<file path="config.mk">
export PLATFORM = sky130hd
export DESIGN_NAME = player_datapath
export DESIGN_NICKNAME = d
export VERILOG_FILES = /design/src/rtl/player_datapath.sv
export SDC_FILE = /design/constraint.sdc
export NUM_CORES = 1
export LEC_CHECK = 0
export CAP_MARGIN = 30
export CELL_PAD_IN_SITES_DETAIL_PLACEMENT = 0
export CELL_PAD_IN_SITES_GLOBAL_PLACEMENT = 2
export CORE_AREA = 3 3 73 82
export CTS_CLUSTER_SIZE = 10
export DETAILED_ROUTE_END_ITERATION = 8
export DIE_AREA = 0 0 76 85
export PLACE_DENSITY = 0.8
export SLEW_MARGIN = 20
export SYNTH_ARGS = -nofsm -noshare
export SYNTH_HDL_FRONTEND = slang
export SYNTH_SLANG_ARGS = --single-unit
</file>
<file path="constraint.sdc">
create_clock -name clk -period 3 [get_ports clk]
set_clock_uncertainty 0.2 [all_clocks]
set_input_delay 0.6 -clock clk [delete_from_list [all_inputs] [get_ports clk]]
set_output_delay 0.6 -clock clk [all_outputs]
set_load 0.01 [all_outputs]
</file>
<file path="src/rtl/player_datapath.sv">
// Player ship datapath: holds the vertical position, applies saturating single-row moves,
// and turns the FSM's pixel offsets into registered absolute VGA pixel writes.
module player_datapath #(
  parameter logic [7:0] X_POS  = 8'd4,
  parameter logic [6:0] Y_INIT = 7'd56,
  parameter logic [6:0] Y_MIN  = 7'd0,
  parameter logic [6:0] Y_MAX  = 7'd117
) (
  input  logic       clk,
  input  logic       reset_n,
  input  logic       y_pos_mod,
  input  logic       y_neg_mod,
  input  logic       add_x,
  input  logic [1:0] add_y,
  input  logic [2:0] colour_in,
  input  logic       write_en_in,
  output logic [7:0] x_out,
  output logic [6:0] y_out,
  output logic [2:0] colour_out,
  output logic       plot,
  output logic [6:0] player_y,
  output logic       at_top,
  output logic       at_bottom,
  output logic       move_done
);

  logic [6:0] y_next;
  logic       move_up;
  logic       move_down;

  assign move_up   = y_pos_mod && !y_neg_mod;
  assign move_down = y_neg_mod && !y_pos_mod;

  // Pixels issued alongside a move are addressed from the post-move row.
  always_comb begin
    y_next = player_y;
    if (move_up && (player_y > Y_MIN)) begin
      y_next = player_y - 7'd1;
    end else if (move_down && (player_y < Y_MAX)) begin
      y_next = player_y + 7'd1;
    end
  end

  always_ff @(posedge clk) begin
    if (!reset_n) begin
      player_y   <= Y_INIT;
      x_out      <= 8'd0;
      y_out      <= 7'd0;
      colour_out <= 3'd0;
      plot       <= 1'b0;
      at_top     <= (Y_INIT == Y_MIN);
      at_bottom  <= (Y_INIT == Y_MAX);
      move_done  <= 1'b0;
    end else begin
      player_y   <= y_next;
      x_out      <= X_POS + {7'd0, add_x};
      y_out      <= y_next + {5'd0, add_y};
      colour_out <= colour_in;
      plot       <= write_en_in && (add_y != 2'b11);
      at_top     <= (y_next == Y_MIN);
      at_bottom  <= (y_next == Y_MAX);
      move_done  <= (y_next != player_y);
    end
  end

endmodule

</file>
# --- Word-level counts from Yosys, hierarchy flattened ---
# Cells that the tools add are included.
word_totals:
  mem_bits_rw: 0
  ff_bits: 29
  out_inout_bits: 29
  memories: 0
  rom_bits: 0
  wordCells: 27
  latch_bits: 0
classes:
  eq_ne: 3
  muxes: 2
  mul: 0
  n_bitwise: 0
  n_reduce_logical: 8
  n_shift: 0
  n_lt_le_gt_ge: 2
  div_mod_pow: 0
  add_sub_neg: 4
op_table:
  columns: ["cell", "n"]
  rows:
  - ["2-to-1 mux 7 bit", 2]
  - ["adder 7 x 1 -> 7 bit, second input constant", 1]
  - ["adder 7 x 2 -> 7 bit", 1]
  - ["equality test 7 bit, second input constant", 1]
  - ["greater-than comparator 7 x 1 -> 1 bit, second input constant", 1]
  - ["zero test 7 bit", 1]
  - ["less-than comparator 7 bit, second input constant", 1]
  - ["inequality test 7 bit", 1]
  - ["subtractor 7 x 1 -> 7 bit, second input constant", 1]
  - ["logical AND 1 bit", 5]
  - ["adder 3 x 1 -> 4 bit, first input constant", 1]
  - ["zero test 1 bit", 2]
  - ["inequality test 2 bit, second input constant", 1]

# --- Longest topological paths before layout ---
depth:
  ltp_word: 6
  ltp_mapped: 13

# --- Least setup slack after synthesis ---
# No wires, ideal clock.
synth_path:
  path_type: "register to register"
  startpoint: "reg player_y[0]"
  endpoint: "reg y_out[6]"
  arrival_time_ns: 2.800
  setup_ns: 0.123
  t_required_ns: 2.677
  stages_incl_launch_ff: 13
  slack_ns: -0.123
  period_less_slack_ns: 3.123
  cell_sequence: "dfxtp_1 buf_6 inv_1 ha_1 nor4b_4 a21o_1 nand2_1 xnor2_1 ha_1 inv_1 fa_1 nor4_1 mux2_1"
synth_via:
  elab_chain_cells: 5
  elab_cells_between_ends: 9
synth_rtl:
  columns: ["item", "line_no", "text"]
  rows:
  - ["from (decl)", "21", "output logic [6:0] player_y,"]
  - ["from (signal assigned)", "55", "player_y <= y_next;"]
  - ["less-than comparator 7 bit", "39", "end else if (move_down && (player_y < Y_MAX)) begin"]
  - ["logical AND 1 bit", "39", null]
  - ["2-to-1 mux 7 bit", "39", null]
  - ["2-to-1 mux 7 bit *", "37", "if (move_up && (player_y > Y_MIN)) begin"]
  - ["net y_next[0]", "27", "logic [6:0] y_next;"]
  - ["adder 7 x 2 -> 7 bit *", "57", "y_out <= y_next + {5'd0, add_y};"]
  - ["to (signal assigned)", "57", null]
  - ["to (decl)", "18", "output logic [6:0] y_out,"]
# Mark *: on every way through the listed nets, which the timed path passes. The rest lies on a longest branch.
# A chain may end at the register's enable or synchronous reset.

# --- Worst setup path in the final report ---
# Same ends and word-level chain as after synthesis.

==> qor.json <==
{
  "detailed_routing": {
    "final_antenna_net_count": 0,
    "initial_detailed_routing_violation_count": 30,
    "num_vias": 1120,
    "route.detailed.vias_per_inst": 4.195,
    "drt-wirelength-per-cell_um": 11.69,
    "dr.pass1.iters": 4,
    "drc": 0,
    "totalWireLength_um": 3122
  },
  "layout": {
    "finalCoreUtilization": 0.3590,
    "multi_input_comb_area_um2": 720.7,
    "fin_nets": 209,
    "syn_to_final_growth_pct": 51.65,
    "layout-drive-gt1-share": 0.2813,
    "layout.cells.non_filler": 267,
    "regArea_um2": 460.4,
    "finalInstanceArea_um2": 1899,
    "antenna-diode-count": 0,
    "filler_cell_count": 556
  },
  "worst_hold_path": {
    "timing.hold.worst_path_depth": 3,
    "timing.hold.worst.start": "player_y[0]",
    "whs_endpoint": "player_y[0]",
    "hp-class": "reg -> reg"
  },
  "setup_path": {
    "critPathKind": "reg -> reg",
    "rrSetupSlack_ps": 130,
    "worst_setup_path_startpoint": "player_y[0]",
    "worstSetupStartpointType": "flip-flop",
    "critical_path.max_fanout": 4,
    "critical_path.reg2reg.startpoint": "player_y[0]",
    "cp-end-kind": "flip-flop",
    "cp.required_ps": 2950,
    "reg2reg_depth": 11,
    "worst_ep_arrival_time_ps": 2830,
    "reg2reg_to": "y_out[6]"
  },
  "clock_network": {
    "root_buffer": "sky130_fd_sc_hd__clkbuf_8",
    "cts_bufs_inserted": 3,
    "clock_sink_count": 23,
    "clkSlewWorstSetupHoldPaths_ps": 80,
    "clock_tree_from_tritoncts": "built",
    "cts.htree.levels": 1,
    "cts_max_path_buffers": 2,
    "clock_insertion_delay_worst_skew_ps": 260,
    "cts-hold-fix-buffers": 0
  },
  "synthesis": {
    "netlist_area_um2": 1252,
    "most_used_standard_cell_by_instance_count_after_synthesis": "sky130_fd_sc_hd__dfxtp_1",
    "post-synth-top-area-fraction": 0.3676,
    "synth-edff-count": 0,
    "synth_common_cells": "sky130_fd_sc_hd__dfxtp_1 (23), sky130_fd_sc_hd__and2_1 (8)",
    "postSynth.asyncResetShare": 0,
    "mapped_avg_cell_area_um2": 9.488,
    "ys.warnings.count": 0,
    "synthesis.instances": 132,
    "synth.ff_latch_count": 23,
    "ys.flop_type": "sky130_fd_sc_hd__dfxtp_1",
    "synth_sequential_area_ratio": 0.3676,
    "synth.top_cells.by_area": "sky130_fd_sc_hd__dfxtp_1 (37%), sky130_fd_sc_hd__buf_4 (4.2%), sky130_fd_sc_hd__and2_1 (4.0%)",
    "post-synth-top-area-cell": "sky130_fd_sc_hd__dfxtp_1",
    "post_synth_num_cell_types": 48
  },
  "global_routing": {
    "grt_busiest_layer": "met2",
    "grt_use_met3": 0.01911,
    "grt_overflow_total": 0,
    "grt_use_met2": 0.1798,
    "grt_first_pass_wirelength_um": 5382,
    "number_of_antenna_violations_at_the_first_check_in_global_routing": 0,
    "gr-usage-all-layers": 0.1022,
    "first_global_vias": 1157,
    "grt_util_met1": 0.1219,
    "pin_count_of_the_biggest_net_entering_global_routing": 16
  },
  "outcome": {
    "result_of_the_run": "finished clean"
  },
  "sta": {
    "setup_ws_ps": 125.3,
    "timing.final.hold_violations": 0,
    "achievable-frequency_mhz": 347.9,
    "layout_worst_path_cycle_share": 0.9582,
    "post-route-min-period_ps": 2875,
    "report.final.slew_viol_count": 0,
    "report.final.setup_viol": 0
  },
  "power": {
    "ir_drop_v": 0.0002111,
    "power-per-cell-area_nw_per_um2": 436.5,
    "cellLeakagePower_uw": 0.0007813
  },
  "floorplan": {
    "start_util": 0.2368,
    "core.rowCount": 28,
    "die_area_um2": 6460,
    "top_level_port_count": 40,
    "core_region_area_um2": 5290,
    "die_y_um": 85,
    "fp.dieW_um": 76
  },
  "run": {
    "timing.max_cap.violations": 0
  },
  "placed_design": {
    "place.port_buffers": 33,
    "gp_congestion": 0.7948,
    "hpwl_um": 2436,
    "dpl_cell_area_um2": 1818,
    "dp_slack_ps": -314.9,
    "placedCellCount": 262
  }
}
-- stage by stage --
step	hold slack, ps	power [µW]	TNS, ps
2_1_floorplan	427.7	503.5	0
3_3_place_gp	510.5	644.3	-1213
3_5_place_dp	506.8	641.2	-1136
4_1_cts	522.5	839.2	-0.7598
5_1_grt	517.2	888.2	-12.25
6_report	477.9	829.0	0
-- critical path, cell delays in order (launching register included) --
cell and delay [ps]:
sky130_fd_sc_hd__dfxtp_1 320, sky130_fd_sc_hd__inv_2 90, sky130_fd_sc_hd__ha_2 200, sky130_fd_sc_hd__nor4b_4 230
sky130_fd_sc_hd__a21o_1 220, sky130_fd_sc_hd__nand2_2 90, sky130_fd_sc_hd__xnor2_2 160, sky130_fd_sc_hd__ha_2 200
sky130_fd_sc_hd__inv_1 60, sky130_fd_sc_hd__fa_2 420, sky130_fd_sc_hd__nor4_2 230, sky130_fd_sc_hd__mux2_1 340
-- what timing repair did --
item / in CTS / in global routing
hold endpoints to repair: 0 / 0
resized for setup: 1 / 10
buffers inserted: 0 / 1
endpoints found under the setup margin: 1 / 5
pin swaps: 0 / 4
-- state kept, by name, indices dropped and copies added, names as in the netlist --
signal      cells
move_done       1
plot            1
y_out           7
at_bottom       1
player_y        7
x_out           2
colour_out      3
at_top          1
-- layout make-up --
| type | instances | share of cell area |
|---|---|---|
| multi-input cells | 96 | 0.3794 |
| repair buffers | 62 | 0.2912 |
| flip-flops and latches | 23 | 0.2424 |
| clock buffers | 4 | 0.02372 |
| inverters | 7 | 0.01383 |
| well taps | 75 | 0.04941 |
-- how the worst max path moves through the flow --
| stage | end | cells past startpoint |
|---|---|---|
| 2_1_floorplan | y_out[6] | 12 |
| 3_3_place_gp | y_out[6] | 10 |
| 3_5_place_dp | y_out[6] | 10 |
| 4_1_cts | y_out[6] | 10 |
| 5_1_grt | y_out[6] | 11 |
| 6_report | y_out[6] | 11 |
-- kinds of logic after synthesis --
family / synth area share
AND/OR/NAND/NOR: 0.2448
AO/OA/AOI/OAI: 0.1788
flip-flops: 0.3676
buffers and inverters: 0.09291
XOR/XNOR: 0.04796
adder cells (fa/ha/maj): 0.05595
other: 0.002994
multiplexers: 0.008990
-- where the power goes --
| group | switching (µW) | total, µW | internal [µW] |
|---|---|---|---|
| logic | 130 | 291 | 161 |
| clock network | 94.4 | 189 | 94.8 |
| registers | 15.7 | 349 | 333 |
-- layer usage --
metal / wire, µm / vias to the layer above
met4: 59 / 0
met3: 204 / 5
met5: 0 / -
li1: - / 576
met1: 1336 / 504
met2: 1522 / 35
-- layout by cell type, fill, tap and decap left out, drive strengths merged, types with 2 or more instances in the layout --
master | synthesis | final
or3 | 4 | 4
buf | 10 | 29
o211ai | 3 | 3
clkbuf | 1 | 4
and2 | 9 | 9
nor4 | 3 | 3
xor2 | 3 | 3
conb | 1 | 6
clkdlybuf4s50 | 0 | 31
nand2 | 6 | 6
nor3 | 6 | 6
inv | 7 | 7
ha | 4 | 4
nor2 | 7 | 7
a21oi | 7 | 7
a211oi | 2 | 2
and3 | 2 | 2
xnor2 | 3 | 3
o21ai | 6 | 6
dfxtp | 23 | 23
a21o | 3 | 3
dlymetal6s2s | 0 | 2
o31a | 2 | 2
nand3 | 3 | 3
No activity file was read; power rests on OpenSTA's default activity.
